$ cat src/rtl/soc_onchip_memory_arbiter.sv
// Two-master arbiter and zero-sweep sequencer for a single-port on-chip RAM.
// Optional feature macro: SOC_OCM_ARB_RR_EN (round-robin arbitration; fixed m0 priority otherwise).
module soc_onchip_memory_arbiter #(
   parameter int ADDR_W = 12,
   parameter int DATA_W = 16,
   parameter int BE_W   = 2,
   parameter int DEPTH  = 4096
) (
   input  logic              clk,
   input  logic              reset_n,
   input  logic [ADDR_W-1:0] m0_address,
   input  logic [BE_W-1:0]   m0_byteenable,
   input  logic              m0_read,
   input  logic              m0_write,
   input  logic [DATA_W-1:0] m0_writedata,
   output logic              m0_waitrequest,
   output logic [DATA_W-1:0] m0_readdata,
   output logic              m0_readdatavalid,
   input  logic [ADDR_W-1:0] m1_address,
   input  logic [BE_W-1:0]   m1_byteenable,
   input  logic              m1_read,
   input  logic              m1_write,
   input  logic [DATA_W-1:0] m1_writedata,
   output logic              m1_waitrequest,
   output logic [DATA_W-1:0] m1_readdata,
   output logic              m1_readdatavalid,
   input  logic              clear_req,
   output logic              clear_busy,
   output logic [ADDR_W-1:0] mem_address,
   output logic [BE_W-1:0]   mem_byteenable,
   output logic              mem_chipselect,
   output logic              mem_write,
   output logic [DATA_W-1:0] mem_writedata,
   input  logic [DATA_W-1:0] mem_readdata
);

   typedef enum logic [0:0] {
      ST_ARB   = 1'b0,
      ST_CLEAR = 1'b1
   } state_t;

   localparam logic [ADDR_W-1:0] CLR_LAST = ADDR_W'(DEPTH - 1);

   state_t            r_state;
   state_t            w_state_nxt;
   logic [ADDR_W-1:0] r_clr_cnt;
   logic [ADDR_W-1:0] w_clr_cnt_nxt;
   logic              r_rd_pend;
   logic              r_rd_owner;
   logic              w_m0_req;
   logic              w_m1_req;
   logic              w_gnt_vld;
   logic              w_gnt_sel;
   logic              w_gnt_rd;

   assign w_m0_req = m0_read | m0_write;
   assign w_m1_req = m1_read | m1_write;

`ifdef SOC_OCM_ARB_RR_EN
   // last = 1 means m1 was granted last, so m0 wins the first contention after reset
   logic r_last;

   // Round-robin pointer, updated on every grant
   always_ff @(posedge clk or negedge reset_n) begin
      if (!reset_n) begin
         r_last <= 1'b1;
      end else if (w_gnt_vld) begin
         r_last <= w_gnt_sel;
      end else begin
         r_last <= r_last;
      end
   end
`endif

   // Grant selection: only in ARB; a write wins over a simultaneous read of the same master
   always_comb begin
      w_gnt_vld = 1'b0;
      w_gnt_sel = 1'b0;
      w_gnt_rd  = 1'b0;
      if (r_state == ST_ARB) begin
         w_gnt_vld = w_m0_req | w_m1_req;
         if (w_m0_req && w_m1_req) begin
`ifdef SOC_OCM_ARB_RR_EN
            w_gnt_sel = ~r_last;
`else
            w_gnt_sel = 1'b0;
`endif
         end else begin
            w_gnt_sel = w_m1_req;
         end
         if (w_gnt_sel) begin
            w_gnt_rd = w_gnt_vld & m1_read & ~m1_write;
         end else begin
            w_gnt_rd = w_gnt_vld & m0_read & ~m0_write;
         end
      end else begin
         w_gnt_vld = 1'b0;
      end
   end

   // RAM port mux and master handshakes
   always_comb begin
      mem_address    = {ADDR_W{1'b0}};
      mem_byteenable = {BE_W{1'b0}};
      mem_chipselect = 1'b0;
      mem_write      = 1'b0;
      mem_writedata  = {DATA_W{1'b0}};
      m0_waitrequest = 1'b1;
      m1_waitrequest = 1'b1;
      clear_busy     = 1'b0;
      case (r_state)
         ST_ARB: begin
            if (w_gnt_vld) begin
               mem_chipselect = 1'b1;
               if (w_gnt_sel) begin
                  m1_waitrequest = 1'b0;
                  mem_address    = m1_address;
                  mem_byteenable = m1_byteenable;
                  mem_write      = m1_write;
                  mem_writedata  = m1_writedata;
               end else begin
                  m0_waitrequest = 1'b0;
                  mem_address    = m0_address;
                  mem_byteenable = m0_byteenable;
                  mem_write      = m0_write;
                  mem_writedata  = m0_writedata;
               end
            end else begin
               mem_chipselect = 1'b0;
            end
         end
         ST_CLEAR: begin
            clear_busy     = 1'b1;
            mem_chipselect = 1'b1;
            mem_write      = 1'b1;
            mem_byteenable = {BE_W{1'b1}};
            mem_address    = r_clr_cnt;
         end
         default: begin
            clear_busy = 1'b0;
         end
      endcase
   end

   // Next state and sweep counter
   always_comb begin
      w_state_nxt   = r_state;
      w_clr_cnt_nxt = r_clr_cnt;
      case (r_state)
         ST_ARB: begin
            if (clear_req) begin
               w_state_nxt = ST_CLEAR;
            end else begin
               w_state_nxt = ST_ARB;
            end
         end
         ST_CLEAR: begin
            if (r_clr_cnt == CLR_LAST) begin
               w_clr_cnt_nxt = {ADDR_W{1'b0}};
               w_state_nxt   = ST_ARB;
            end else begin
               w_clr_cnt_nxt = r_clr_cnt + {{(ADDR_W-1){1'b0}}, 1'b1};
               w_state_nxt   = ST_CLEAR;
            end
         end
         default: begin
            w_state_nxt   = ST_ARB;
            w_clr_cnt_nxt = {ADDR_W{1'b0}};
         end
      endcase
   end

   // State, sweep counter and read-return pipeline registers
   always_ff @(posedge clk or negedge reset_n) begin
      if (!reset_n) begin
         r_state    <= ST_ARB;
         r_clr_cnt  <= {ADDR_W{1'b0}};
         r_rd_pend  <= 1'b0;
         r_rd_owner <= 1'b0;
      end else begin
         r_state    <= w_state_nxt;
         r_clr_cnt  <= w_clr_cnt_nxt;
         r_rd_pend  <= w_gnt_rd;
         r_rd_owner <= w_gnt_sel;
      end
   end

   assign m0_readdatavalid = r_rd_pend & ~r_rd_owner;
   assign m1_readdatavalid = r_rd_pend &  r_rd_owner;
   assign m0_readdata      = mem_readdata;
   assign m1_readdata      = mem_readdata;

endmodule

$ cat config.mk
export PLATFORM = sky130hd
export DESIGN_NAME = soc_onchip_memory_arbiter
export DESIGN_NICKNAME = d
export VERILOG_FILES = /design/src/rtl/soc_onchip_memory_arbiter.sv
export SDC_FILE = /design/constraint.sdc
export NUM_CORES = 1
export LEC_CHECK = 0
export CAP_MARGIN = 20
export CORE_MARGIN = 2
export CORE_UTILIZATION = 33
export CTS_CLUSTER_DIAMETER = 80
export DETAILED_ROUTE_END_ITERATION = 8
export GPL_TIMING_DRIVEN = 0
export PLACE_DENSITY = 0.88
export SYNTH_ARGS = -nofsm -noshare
export SYNTH_HDL_FRONTEND = slang
export SYNTH_SLANG_ARGS = --single-unit
$ cat constraint.sdc
create_clock -name clk -period 5.15 [get_ports clk]
set_input_delay 1.2875 -clock clk [delete_from_list [all_inputs] [get_ports clk]]
set_output_delay 1.2875 -clock clk [all_outputs]
set_load 0.01 [all_outputs]
# Yosys cells after proc, flatten, opt, wreduce, memory -nomap -nowiden
# Index checks and enable logic that the tools add are counted.
totals:
  reg_bits: 15
  input_bits: 83
  word_cells: 51
classes:
  add_sub_neg: 1
  n_eq_ne: 1
  n_mux: 31
  n_bitwise: 13
  reduce_logical: 1
ops:
  columns: ["op", "n"]
  rows:
  - ["$mux 16", 3]
  - ["$mux 12", 3]
  - ["$pmux 12 s2", 1]
  - ["$mux 1", 18]
  - ["$add 12x1->12 const B", 1]
  - ["$eq 12x12->1 const B", 1]
  - ["$and 1x1->1", 6]
  - ["$pmux 1 s2", 3]
  - ["$mux 2", 2]
  - ["$not 1->1", 4]
  - ["$pmux 2 s2", 1]
  - ["$or 1x1->1", 3]
  - ["$logic_and 1x1->1", 1]

# Depth between registers and ports, before layout
depth:
  ltp_word: 8
  depth_mapped: 5
  mapped_depth_nobuf: 4

# Least setup slack after synthesis
# Ideal clock, no wire load.
synth_path:
  kind: "input to output"
  startpoint: "input m0_read"
  endpoint: "output mem_address[0]"
  arrival_ns: 2.223
  required_ns: 3.863
  path_slack_ns: 1.640
  stages: 5
  path_buffers: 2
  cell_sequence: "buf_2 > nor2_1 > buf_2 > a31oi_1 > o21ai_0"
synth_between:
  elab_chain_len: 8
synth_rtl:
  columns: ["item", "line", "rtl"]
  rows:
  - ["start, declared", "13", "input logic m0_read,"]
  - ["$or 1x1->1 (*)", "56", "assign w_m0_req = m0_read | m0_write;"]
  - ["$logic_and 1x1->1", "82", "if (w_m0_req && w_m1_req) begin"]
  - ["$mux 1", "82", null]
  - ["$mux 1 (2 in a row)", "80", "if (r_state == ST_ARB) begin"]
  - ["$mux 12", "115", "if (w_gnt_sel) begin"]
  - ["$mux 12 (*)", "113", "if (w_gnt_vld) begin"]
  - ["$pmux 12 s2 (*)", "111", "case (r_state)"]
  - ["end, declared", "29", "output logic [ADDR_W-1:0] mem_address,"]
# Mark *: on every way between the ends. The rest lies on a longest branch, timed or not. The select of a mux whose other input is x is not followed.

# Worst setup path in the final report
layout_path:
  startpoint: "input m0_write"
  endpoint: "output mem_writedata[10]"
layout_between:
  elab_chain_len: 8
layout_rtl:
  columns: ["item", "line", "rtl"]
  rows:
  - ["start, declared", "14", "input logic m0_write,"]
  - ["$or 1x1->1 (*)", "56", null]
  - ["$logic_and 1x1->1", "82", null]
  - ["$mux 1", "82", null]
  - ["$mux 1 (2 in a row)", "80", null]
  - ["$mux 16", "115", null]
  - ["$mux 16 (*)", "113", null]
  - ["$mux 16 (*)", "111", null]
  - ["end, declared", "33", "output logic [DATA_W-1:0] mem_writedata,"]
# Marks and branches as above.

==> results.md <==
- First-pass GRT wire length: 8.49 mm
- Vias in the first global route: between 1500 and 2000
- Period utilization: 90.2%
- CP most frequent cell: clkdlybuf4s50_1
- Dpl hpwl: 4.77 mm
- Iteration-0 DRC Markers: just over 70
- Num CTS Buffers: 3
- CTS HTree Levels: 1
- Clock Power Share: 16.3%
- Most frequent cell after synthesis: buf_4
- Post-route design area: 3010 sq um
- Number of synthesized flops with an enable pin: 0
- Detail Route Antenna Nets: 0
- Starting Density: roughly a third
- Status: finished, final reports clean
- CTS tree: built
- Worst Reg-to-Reg Cells: 4
- Reg2reg start: r_clr_cnt[1]$_DFFE_PN0P_
- Slew margin rel.: 56.1%
- Ordered list of cells on the worst path: clkdlybuf4s50_1 > nor2_1 > nor2_2 > buf_2 > a22o_1 > clkdlybuf4s50_1
- FF+latch count, synth: 15
- YS warnings: 0
- Routed wire length: 5.76 mm
- Chip Height: approximately 73 um
- Worst skew pair latency: about 0.24 ns
- FMAX: 215 MHz
- DIE AREA: 5280 sq um
- Vias: 1923
- Cts hold-fix bufs: 0
- FFs w/ async S/R, synth: 100%
- Placed cell area: 2960 sq um
- Synth top area cells: dfrtp_1 24%, buf_4 16%, a22o_1 9.0%
- Worst path required time: 3.86 ns
- Final net count: between 400 and 500
- Crit path max fanout: 10
- Antenna violations before repair: 0
- Ports: 152
- Fillers: 355
- Synthesized instance count: about 190
- CORE AREA: 4440 sq um
- Die span in x: 72.7 um
- FP Rows: 24
- Synth cell types: between 40 and 50
- Worst-path clk slew: 0.06 ns
- Setup Total Neg Slack: 0 ns
- Final setup viols: 0
- Leakage: 1.23 nW
- Clk buf depth: 2
- Post-CTS Resized: 0
- Routability cong.: 0.894
- Synthesized area: 1560 sq um
- WHS Endpoint: r_clr_cnt[9]$_DFFE_PN0P_
- Drt via density: 5.05
- P&R area growth vs syn: 93.2%
- Pin count of the biggest net entering global routing: 16
- Hold Fails Final Rpt: 0
- Worst hold path type: reg -> reg
- Flop pwr share: 31.2%
- Switching share of power: 35.0%
- RSZ-0062 raised after global routing: no
- Slowest stage cell, crit path: clkdlybuf4s50_1
- Clock skew: 0.00386 ns
- Avg Cell Area, Syn: 8.15 sq um
- CP peak stage delay: 0.63 ns
- Crit path DAT: 3.36 ns
- Cell taking the most area after synthesis: dfrtp_1
- Layout cell share with drive strength beyond 1: around 16%
- Hold path depth: 1
- R2R Setup Slk: about 3.4 ns
- Hold_sp: r_clr_cnt[9]$_DFFE_PN0P_
- Pwr dens: 190 nW/um^2
- GRT Util Overall: 20.1%
- Worst r2r dst: r_clr_cnt[1]$_DFFE_PN0P_
- Crit path time final: 4.65 ns
- Crit. End Element: output pin
- Synth top area share: approximately 24%
- Tightest Pin Transition: roughly 0.66 ns
- Top cells by count, synth: 33 x buf_4, 16 x a22o_1, 16 x nand2_1
- Max Slew Vio Count: 0
- Pre-antenna DRT Iters: 4
- Syn Nets: 275
- Worst vdd ir: 0.000131 V
- Setup Buffers After CTS: 0
- Total grt overflow: 0
- Int Pwr: ~0.37 mW
- Clk sink count: 15
- Psw: 0.200 mW
- Antenna diodes: 0
- Critical Path Start Type: primary input
- Combinational share of power: 52.5%
- Commonest register cell after synthesis: dfrtp_1
- Port bufs: 134
- Max Cap Viol: 0
- Number of remaining DRC errors: 0
- Crit Path Category: in -> out
- Seq/Total Area, Yosys: approximately a quarter
- Root buffer cell: clkbuf_8
- Final core utilization: 67.7%
- Drt wl/cell: 15.1 um
## routing by layer
layer / up-vias / share of wire (%) / wire [um] / global-route usage [%]
met3: 10 / 8.2 / 470 / 4.01
li1: 944 / - / - / -
met4: 0 / 1.8 / 103 / 5.35
met1: 873 / 39 / 2250 / 24.4
met2: 96 / 51 / 2930 / 36.3
met5: - / 0 / 0 / 0
## worst max path at each step
stage | from | end | slack (ns) | cells past startpoint
6_report | m0_write | mem_writedata[10] | 0.50 | 6
5_1_grt | m0_write | mem_writedata[7] | 0.38 | 6
4_1_cts | m0_write | mem_writedata[10] | 0.51 | 6
3_5_place_dp | m0_write | mem_writedata[12] | 0.52 | 6
3_3_place_gp | m0_write | mem_writedata[7] | 0.54 | 5
2_1_floorplan | m0_read | mem_address[0] | 1.64 | 5
## metrics by stage
| step | cells | hold WS, ns | total power [mW] | setup slack (ns) |
|---|---|---|---|---|
| floorplan | 191 | 0.474 | 0.320 | 1.64 |
| global placement | 377 | 0.497 | 0.468 | 0.536 |
| detailed placement | 377 | 0.506 | 0.478 | 0.518 |
| CTS | 381 | 0.516 | 0.573 | 0.509 |
| global route | 381 | 0.523 | 0.606 | 0.382 |
| finish | 381 | 0.517 | 0.572 | 0.503 |
## cell families (layout without fill, tap and decap cells)
kind of cell | after synthesis | in the layout | share of synthesized area [%]
simple gates | 49 | 49 | 18.5
buf+inv | 53 | 191 | 22.2
fa+ha+maj | 1 | 1 | 0.804
compound gates | 68 | 68 | 31.6
flops | 15 | 15 | 24.1
xor+xnor | 5 | 5 | 2.81
## placed cells by master (no fill, tap or decap), types with 3 or more instances in the layout
cell	count
o31ai_1	3
nor2_1	7
a22o_1	16
nand2_1	16
clkbuf_8	3
o21ai_0	11
buf_4	33
xnor2_1	3
o21a_1	11
clkbuf_1	4
a21oi_1	6
dfrtp_1	15
clkdlybuf4s50_1	134
inv_1	7
a31oi_1	9
buf_2	5
nand3_1	6
## layout make-up
cell class	count	area, sq um	area share, %
multi-input cells	123	836	27.8
plain buffers	46	319	10.6
well taps	52	65.1	2.16
repair buffers	134	1340	44.6
inverters	7	26.3	0.874
flip-flops and latches	15	375	12.5
clock buffers	4	45.0	1.50
## critical path: cells and delay by family
family,cells,cell delay (ns)
compound gates,1,0.16
buf+inv,3,1.44
simple gates,2,0.45
## flip-flops by register name (all words and copies together) (netlist names)
name,flops
r_clr_cnt,12
r_rd_owner,1
r_rd_pend,1
r_state,1
## power by group through the flow
stage | Clock, mW | Sequential [mW] | Combinational [mW]
detailed placement | 0 | 0.180 | 0.298
global placement | 0 | 0.177 | 0.291
finish | 0.0931 | 0.178 | 0.300
floorplan | 0 | 0.170 | 0.151
global route | 0.101 | 0.182 | 0.323
CTS | 0.0937 | 0.178 | 0.301
Note: power is estimated with default switching activity, not from simulation.
